File: src/rtl/adbg_wb_burst_pkg.sv
// adbg_wb_burst_pkg
// Shared types and constants for the debug-unit Wishbone burst BIU:
//   - state_e        : BIU control FSM states
//   - CTI_* / BTE_*  : Wishbone cycle-type and burst-type encodings
//   - SIZE_*         : command size encodings (bytes per beat)
//   - size_to_log2() : maps a command size to log2(bytes), clamped to the bus width
package adbg_wb_burst_pkg;

  typedef enum logic [2:0] {
    IDLE  = 3'd0,
    WDAT  = 3'd1,
    XFER  = 3'd2,
    RHOLD = 3'd3,
    DONE  = 3'd4
  } state_e;

  localparam logic [2:0] CTI_CLASSIC = 3'b000;
  localparam logic [2:0] CTI_INCR    = 3'b010;
  localparam logic [2:0] CTI_EOB     = 3'b111;

  localparam logic [1:0] BTE_LINEAR  = 2'b00;

  localparam logic [3:0] SIZE_BYTE   = 4'd1;
  localparam logic [3:0] SIZE_HALF   = 4'd2;
  localparam logic [3:0] SIZE_WORD   = 4'd4;
  localparam logic [3:0] SIZE_DWORD  = 4'd8;

  // Unsupported size codes fall back to single bytes; anything wider than
  // the bus is narrowed to a full bus word.
  function automatic logic [1:0] size_to_log2(input logic [3:0] size,
                                              input logic [1:0] max_log);
    logic [1:0] l;
    case (size)
      SIZE_DWORD: l = 2'd3;
      SIZE_WORD:  l = 2'd2;
      SIZE_HALF:  l = 2'd1;
      default:    l = 2'd0;
    endcase
    if (l > max_log) l = max_log;
    return l;
  endfunction

endpackage

File: src/rtl/adbg_wb_lane_steer.sv
// adbg_wb_lane_steer
// Combinational byte-lane steering for the Wishbone burst BIU.
//   size_log  : log2(bytes per beat)
//   addr_lo   : low byte-address bits of the current beat (force-aligned here)
//   wdata_in  : write beat, short words in the upper bits
//   bus_rdata : raw Wishbone read data
//   sel       : decoded Wishbone byte selects
//   bus_wdata : write data moved onto the selected lanes, other lanes zero
//   rdata_out : selected read lanes moved to the LSBs, upper bits zero
// BIG_ENDIAN=1 places the lowest byte address on the most-significant lane.
module adbg_wb_lane_steer #(
  parameter int DW         = 32,
  parameter bit BIG_ENDIAN = 1'b1,
  localparam int SW        = DW / 8,
  localparam int SAW       = $clog2(SW)
) (
  input  logic [1:0]     size_log,
  input  logic [SAW-1:0] addr_lo,
  input  logic [DW-1:0]  wdata_in,
  input  logic [DW-1:0]  bus_rdata,
  output logic [SW-1:0]  sel,
  output logic [DW-1:0]  bus_wdata,
  output logic [DW-1:0]  rdata_out
);

  always_comb begin
    int nb;
    int off;
    int base;
    nb        = 1 << size_log;
    // Misaligned addresses are silently aligned down to the access size.
    off       = int'(addr_lo) & ~(nb - 1);
    // base is the lowest lane index touched by this access.
    base      = BIG_ENDIAN ? (SW - off - nb) : off;
    sel       = '0;
    bus_wdata = '0;
    rdata_out = '0;
    for (int i = 0; i < SW; i++) begin
      if ((i >= base) && (i < base + nb)) begin
        sel[i] = 1'b1;
        // Source bytes are the top nb bytes of wdata_in, numeric order kept.
        bus_wdata[8*i +: 8] = wdata_in[8*(SW - nb + i - base) +: 8];
      end
      if (i < nb) begin
        rdata_out[8*i +: 8] = bus_rdata[8*(base + i) +: 8];
      end
    end
  end

endmodule

File: src/rtl/adbg_wb_burst_biu.sv
// adbg_wb_burst_biu
// Wishbone master bus interface unit for the debug unit. Executes one command
// (single access or incrementing burst of up to MAX_BURST beats) at a time,
// entirely in the Wishbone clock domain.
//   cmd_*      : command handshake (address, size, direction, length)
//   wdata_*    : write beat stream in (valid/ready)
//   rdata_*    : read beat stream out (valid/ready), right-justified
//   done_o     : one-cycle pulse when a command ends
//   err_o      : sticky bus error, cleared on next command accept
//   beats_o    : beats acknowledged in the last command
//   wb_*       : Wishbone B4 master port
// Optional build macro ADBG_WB_TIMEOUT_EN adds a TIMEOUT_CYC watchdog that
// aborts a stalled strobe with an error.
module adbg_wb_burst_biu #(
  parameter int AW          = 32,
  parameter int DW          = 32,
  parameter int MAX_BURST   = 16,
  parameter bit BIG_ENDIAN  = 1'b1,
  parameter int TIMEOUT_CYC = 1024,
  localparam int CW         = $clog2(MAX_BURST + 1),
  localparam int SW         = DW / 8
) (
  input  logic          wb_clk_i,
  input  logic          wb_rst_ni,
  input  logic          cmd_valid_i,
  output logic          cmd_ready_o,
  input  logic [AW-1:0] cmd_addr_i,
  input  logic [3:0]    cmd_size_i,
  input  logic          cmd_rd_wrn_i,
  input  logic [CW-1:0] cmd_len_i,
  input  logic          wdata_valid_i,
  output logic          wdata_ready_o,
  input  logic [DW-1:0] wdata_i,
  output logic          rdata_valid_o,
  input  logic          rdata_ready_i,
  output logic [DW-1:0] rdata_o,
  output logic          done_o,
  output logic          err_o,
  output logic [CW-1:0] beats_o,
  output logic [AW-1:0] wb_adr_o,
  output logic [DW-1:0] wb_dat_o,
  input  logic [DW-1:0] wb_dat_i,
  output logic          wb_cyc_o,
  output logic          wb_stb_o,
  output logic [SW-1:0] wb_sel_o,
  output logic          wb_we_o,
  input  logic          wb_ack_i,
  input  logic          wb_err_i,
  output logic [2:0]    wb_cti_o,
  output logic [1:0]    wb_bte_o
);

  import adbg_wb_burst_pkg::*;

  localparam int         SAW = $clog2(SW);
  localparam logic [1:0] SWL = 2'(SAW);

  state_e          state_q, state_d;
  logic [AW-1:0]   addr_q;
  logic [1:0]      szl_q;
  logic            we_q;
  logic            burst_q;
  logic [CW-1:0]   left_q;
  logic [CW-1:0]   beats_q;
  logic            err_q;
  logic            rvalid_q;
  logic [DW-1:0]   rdata_q;
  logic [DW-1:0]   wdat_q;

  logic [1:0]      cmd_szl;
  logic [AW-1:0]   cmd_addr_al;
  logic [CW-1:0]   len_eff;
  logic            cmd_fire, wdat_fire, bus_err, bus_ack, last_beat, rd_room;
  logic            timeout;

  logic [SW-1:0]   steer_sel;
  logic [DW-1:0]   steer_wdata, steer_rdata;

  adbg_wb_lane_steer #(
    .DW         (DW),
    .BIG_ENDIAN (BIG_ENDIAN)
  ) u_steer (
    .size_log  (szl_q),
    .addr_lo   (addr_q[SAW-1:0]),
    .wdata_in  (wdata_i),
    .bus_rdata (wb_dat_i),
    .sel       (steer_sel),
    .bus_wdata (steer_wdata),
    .rdata_out (steer_rdata)
  );

  assign cmd_szl     = size_to_log2(cmd_size_i, SWL);
  assign cmd_addr_al = cmd_addr_i & ~((AW'(1) << cmd_szl) - AW'(1));

  always_comb begin
    if (cmd_len_i == '0)                   len_eff = CW'(1);
    else if (cmd_len_i > CW'(MAX_BURST))   len_eff = CW'(MAX_BURST);
    else                                   len_eff = cmd_len_i;
  end

  assign cmd_fire  = (state_q == IDLE) && cmd_valid_i;
  assign wdat_fire = (state_q == WDAT) && wdata_valid_i;
  // Error (or watchdog) beats ack in the same cycle; that beat is not counted.
  assign bus_err   = (state_q == XFER) && (wb_err_i || timeout);
  assign bus_ack   = (state_q == XFER) && wb_ack_i && !bus_err;
  assign last_beat = (left_q == CW'(1));
  // The read register can take a beat next cycle if empty or draining now.
  assign rd_room   = !rvalid_q || rdata_ready_i;

`ifdef ADBG_WB_TIMEOUT_EN
  localparam int TW = $clog2(TIMEOUT_CYC + 1);
  logic [TW-1:0] to_cnt_q;

  // Zero outside XFER, so every strobe rise starts a fresh count.
  always_ff @(posedge wb_clk_i or negedge wb_rst_ni) begin
    if (!wb_rst_ni) begin
      to_cnt_q <= '0;
    end else if ((state_q != XFER) || wb_ack_i) begin
      to_cnt_q <= '0;
    end else begin
      to_cnt_q <= to_cnt_q + TW'(1);
    end
  end

  // Fires on the TIMEOUT_CYC-th strobe cycle, so stb is high exactly that long.
  assign timeout = (state_q == XFER) && !wb_ack_i &&
                   (to_cnt_q == TW'(TIMEOUT_CYC - 1));
`else
  // Watchdog compiled out; constant 0 for any legal TIMEOUT_CYC.
  assign timeout = (TIMEOUT_CYC < 0);
`endif

  always_ff @(posedge wb_clk_i or negedge wb_rst_ni) begin
    if (!wb_rst_ni) state_q <= IDLE;
    else            state_q <= state_d;
  end

  always_comb begin
    state_d = state_q;
    case (state_q)
      IDLE: begin
        if (cmd_fire) begin
          if (!cmd_rd_wrn_i) state_d = WDAT;
          // A previous read beat may still be unclaimed; hold the bus in
          // RHOLD until it drains instead of strobing into a full register.
          else if (rd_room)  state_d = XFER;
          else               state_d = RHOLD;
        end
      end
      WDAT: begin
        if (wdata_valid_i) state_d = XFER;
      end
      XFER: begin
        if (bus_err)        state_d = DONE;
        else if (bus_ack) begin
          if (last_beat)    state_d = DONE;
          else if (we_q)    state_d = WDAT;
          else              state_d = RHOLD;
        end
      end
      RHOLD: begin
        if (rd_room) state_d = XFER;
      end
      DONE:    state_d = IDLE;
      default: state_d = IDLE;
    endcase
  end

  always_ff @(posedge wb_clk_i or negedge wb_rst_ni) begin
    if (!wb_rst_ni) begin
      addr_q   <= '0;
      szl_q    <= '0;
      we_q     <= 1'b0;
      burst_q  <= 1'b0;
      left_q   <= '0;
      beats_q  <= '0;
      err_q    <= 1'b0;
      rvalid_q <= 1'b0;
      rdata_q  <= '0;
      wdat_q   <= '0;
    end else begin
      if (cmd_fire) begin
        addr_q  <= cmd_addr_al;
        szl_q   <= cmd_szl;
        we_q    <= !cmd_rd_wrn_i;
        left_q  <= len_eff;
        burst_q <= (len_eff != CW'(1));
        beats_q <= '0;
        err_q   <= 1'b0;
      end
      if (wdat_fire) wdat_q <= steer_wdata;
      if (bus_err)   err_q  <= 1'b1;
      if (bus_ack) begin
        beats_q <= beats_q + CW'(1);
        left_q  <= left_q - CW'(1);
        addr_q  <= addr_q + (AW'(1) << szl_q);
      end
      if (bus_ack && !we_q) begin
        rvalid_q <= 1'b1;
        rdata_q  <= steer_rdata;
      end else if (rvalid_q && rdata_ready_i) begin
        rvalid_q <= 1'b0;
      end
    end
  end

  assign cmd_ready_o   = (state_q == IDLE);
  assign wdata_ready_o = (state_q == WDAT);
  assign done_o        = (state_q == DONE);
  assign wb_cyc_o      = (state_q == XFER) || (state_q == RHOLD);
  assign wb_stb_o      = (state_q == XFER);
  assign wb_we_o       = we_q && wb_cyc_o;
  assign wb_sel_o      = wb_stb_o ? steer_sel : '0;
  assign wb_adr_o      = addr_q;
  assign wb_dat_o      = wdat_q;
  assign wb_bte_o      = BTE_LINEAR;
  assign rdata_valid_o = rvalid_q;
  assign rdata_o       = rdata_q;
  assign err_o         = err_q;
  assign beats_o       = beats_q;

  // Incrementing bursts only for full-width multi-beat commands.
  always_comb begin
    wb_cti_o = CTI_CLASSIC;
    if (wb_stb_o && burst_q && (szl_q == SWL)) begin
      wb_cti_o = last_beat ? CTI_EOB : CTI_INCR;
    end
  end

endmodule

File: config.mk
export PLATFORM = sky130hd
export DESIGN_NAME = adbg_wb_burst_biu
export DESIGN_NICKNAME = d
export VERILOG_FILES = /design/src/rtl/adbg_wb_burst_pkg.sv /design/src/rtl/adbg_wb_lane_steer.sv /design/src/rtl/adbg_wb_burst_biu.sv
export SDC_FILE = /design/constraint.sdc
export NUM_CORES = 1
export LEC_CHECK = 0
export BUFFER_PORTS_ARGS = -buffer_cell sky130_fd_sc_hd__buf_2
export CORE_MARGIN = 3
export CORE_UTILIZATION = 53
export CTS_CLUSTER_DIAMETER = 40
export DETAILED_ROUTE_END_ITERATION = 6
export PLACE_DENSITY = 0.81
export SKIP_LAST_GASP = 1
export SLEW_MARGIN = 20
export SYNTH_ARGS = -nofsm -noshare
export SYNTH_HDL_FRONTEND = slang
export SYNTH_SLANG_ARGS = --single-unit
File: constraint.sdc
create_clock -name wb_clk_i -period 7.3 [get_ports wb_clk_i]
set_input_delay 0.365 -clock wb_clk_i [delete_from_list [all_inputs] [get_ports wb_clk_i]]
set_output_delay 0.365 -clock wb_clk_i [all_outputs]
set_load 0.01 [all_outputs]
==> reports/metrics.yaml <==
hold_violations: 0
worstRegToRegCells: 14
fin_skew_ns: 0.00809
cts_setup_buffers: 0
grt_antenna_before_repair: 0
rsz0062_at_grt: "false"
cp.arrival_ns: 5.48
place.gp.congestion: 0.920
hp-class: "in -> reg"
power_density_nw_per_um2: 567
diodes: 0
cts_buffers: 17
syn-cell-area_um2: 7900
finalCritPeriodShare_pct: 80.1
cp-endpoint: "wb_sel_o[2]"
timing_worst_setup_path_type: "reg -> out"
cts_tree: "done"
ir_drop_mv: 0.303
power_frac_clock_pct: 13.6
start_kind: "flop"
areaGrowthSynthToFinish_pct: 22.2
viasPerCell: 6.18
worstSkewPairLatency_ns: 0.42
period_needed_ns: 5.84
die_w_um: 128
final_layout_size_suffix_gt1_share_pct: 31.6
clk_pin_slew_worst_paths_ns: 0.05
met3_usage_pct: 6.04
track_usage_pct: 28.4
yosysSeqAreaShare_pct: 36.4
rr_startpoint: "szl_q[1]"
grt_max_degree: 71
initial_core_util_pct: 55.6
grt_pass1_vias: 7214
fin_ws_ns: 1.46
synth_seq_cells: 115
synth_cells: 812
drc: 0
p_comb_share_pct: 65.7
crit_path_end_kind: "primary output"
die_y_um: 128
cp-startpoint: "szl_q[1]"
clk_path_buf_depth: 2
htreeDepth: 4
grt.busiest_layer: "met2"
fin_setup_tns_ns: 0
worst_pin_slew_ns: 1.05
synthArstFlopShare_pct: 100
yosysUniqueCellTypes: 72
r2r-end: "wb_dat_o[15]"
clock_sink_count: 115
synth_ff_type: "dfrtp_1"
swShare_pct: 46.8
leakage_nw: 4.61
clockRootBuffer: "clkbuf_16"
vias: 7488
r2r_slack_ns: 2.01
wire_per_inst_um: 19.3
p_int_mw: 2.91
core_um2: 14200
slew-limit-headroom_pct: 29.8
drtAntennaViolNets: 0
fp-row-count: 43
outcome: "finished clean"
seqPwrFrac_pct: 20.7
use_met2_pct: 46.3
routed_wl_um: 23400
drv_cap: 0
p_sw_mw: 2.56
critical_path.max_fanout: 24
syn_area_per_cell_um2: 9.73
dieArea_um2: 16400
port-buffer-count: 228
setup_viol: 0
synth-edff-count: 0
overflow: 0
drv_slew: 0
grt_pass1_wl_um: 37000
met1_usage_pct: 37.9
io_pins: 231
final_nets: 1172
cp.required_ns: 6.93
dr.first_iter.drc_count: 645
drt_pass1_iterations: 5
dp_hpwl_um: 17100
place_ws_ns: 1.96
max_freq_ghz: 0.171
synth_warnings: 0
==> worst max-delay path: stages, from the launching register on <==
cell and delay [ns]:
dfrtp_1 0.49, nor2_1 0.47, ha_1 0.27, nor2_1 0.06
ha_1 0.76, clkinv_1 0.67, fa_1 0.62, nor2b_1 0.19
o21ai_0 0.15, a2111o_1 0.42, o21ai_0 0.29, a31oi_2 0.29
and2_1 0.24, buf_2 0.13
==> power groups by stage <==
stage / clock, mW / combinational [mW] / sequential [mW]
after floorplan: 0 / 2.58 / 1.18
after global placement: 0 / 3.51 / 1.12
final: 0.746 / 3.59 / 1.13
after global routing: 0.784 / 3.93 / 1.17
after detailed placement: 0 / 3.56 / 1.13
after CTS: 0.754 / 3.59 / 1.13
==> cell type report <==
| class | count | area, um2 |
|---|---|---|
| Timing Repair Buffer | 234 | 1190 |
| Fill cell | 1148 | 4550 |
| Tap cell | 180 | 225 |
| Inverter | 34 | 128 |
| Clock buffer | 24 | 472 |
| Multi-Input combinational cell | 617 | 4710 |
| Clock inverter | 8 | 55.1 |
| Sequential cell | 115 | 2880 |
==> cells in the final DEF (no fill, tap or decap), types with 5 or more instances in the layout <==
cell       count
a22o_1        38
a21o_1         5
nand2b_1       7
nor3_1        23
fa_1           8
mux2_2        14
a311oi_1      13
mux4_2        34
a211oi_1      17
a21oi_1       40
clkbuf_16     17
nand3_1       12
buf_2        227
clkbuf_1       5
nand2_1       94
xnor2_1       12
buf_4          6
and2_1         5
nor2b_1       12
ha_1          31
and3_1        15
xor2_1         6
o22ai_1        6
mux2i_1       16
o21ai_1       12
inv_1         30
dfrtp_1      115
o211ai_1       6
nor2_1        67
o21ai_0       47
or3_1          5
==> flip-flops by register name, indices dropped and copies added (netlist names) <==
| name | count |
|---|---|
| rdata_valid_o | 1 |
| beats_o | 5 |
| err_o | 1 |
| left_q | 5 |
| szl_q | 2 |
| state_q | 3 |
| burst_q | 1 |
| wb_dat_o | 32 |
| we_q | 1 |
| wb_adr_o | 32 |
| rdata_o | 32 |
==> per-layer routing <==
metal  vias up  wire [um]
met5         -          0
met4         0        458
met3        43       1870
met2       374      11500
met1      3648       9570
li1       3423          -
==> worst min path at each step <==
stage | startpoint | to | slack, ns | cells past startpoint
CTS | cmd_addr_i[9] | wb_adr_o[9] | 0.15 | 3
floorplan | wb_rst_ni | beats_o[0] | 0.07 | 0
detailed placement | wb_rst_ni | beats_o[0] | 0.41 | 1
finish | cmd_addr_i[9] | wb_adr_o[9] | 0.17 | 3
global route | cmd_addr_i[9] | wb_adr_o[9] | 0.20 | 3
global placement | wb_rst_ni | beats_o[0] | 0.41 | 1
==> cells in the mapped netlist (all sizes together) (12+ instances only) <==
cell type	instances	area share, %
inv	32	1.5
nand2	97	4.7
mux4	34	9.7
xnor2	12	1.3
ha	32	5.1
a311oi	13	1.4
nor2b	12	0.95
mux2	14	2.0
and3	15	1.2
clkbuf	33	1.6
nor2	67	3.2
o21ai	59	3.7
buf	14	0.95
mux2i	16	2.0
a211oi	18	1.8
nand3	12	0.76
nor3	25	1.7
a21oi	41	2.6
a22o	38	4.2
dfrtp	115	36
==> kinds of logic after synthesis <==
family,count (synthesis),synth area share [%]
and+or+nand+nor,271,16.6
AOI/OAI and AO/OA,222,20.0
DFF,115,36.4
buffers and inverters,81,4.13
muxes,64,13.7
adders and majority gates,40,7.09
xor gates and xnor gates,18,2.00
other,1,0.0475
==> repair_timing <==
action,in CTS,in global routing
hold buffers,1,0
resized for setup,0,0
hold endpoints to repair,45,0
==> stage by stage <==
step | cells | hold WS [ns] | util, % | instance area, um2 | power [mW]
3_3_place_gp | 1179 | 0.406 | 64.2 | 9110 | 4.63
6_report | 1212 | 0.167 | 68.0 | 9650 | 5.47
4_1_cts | 1212 | 0.147 | 68.0 | 9650 | 5.47
2_1_floorplan | 813 | 0.0694 | - | 7910 | 3.76
3_5_place_dp | 1179 | 0.406 | 64.2 | 9110 | 4.69
5_1_grt | 1212 | 0.197 | 68.0 | 9650 | 5.89
Power figures use the tool's default switching activity.
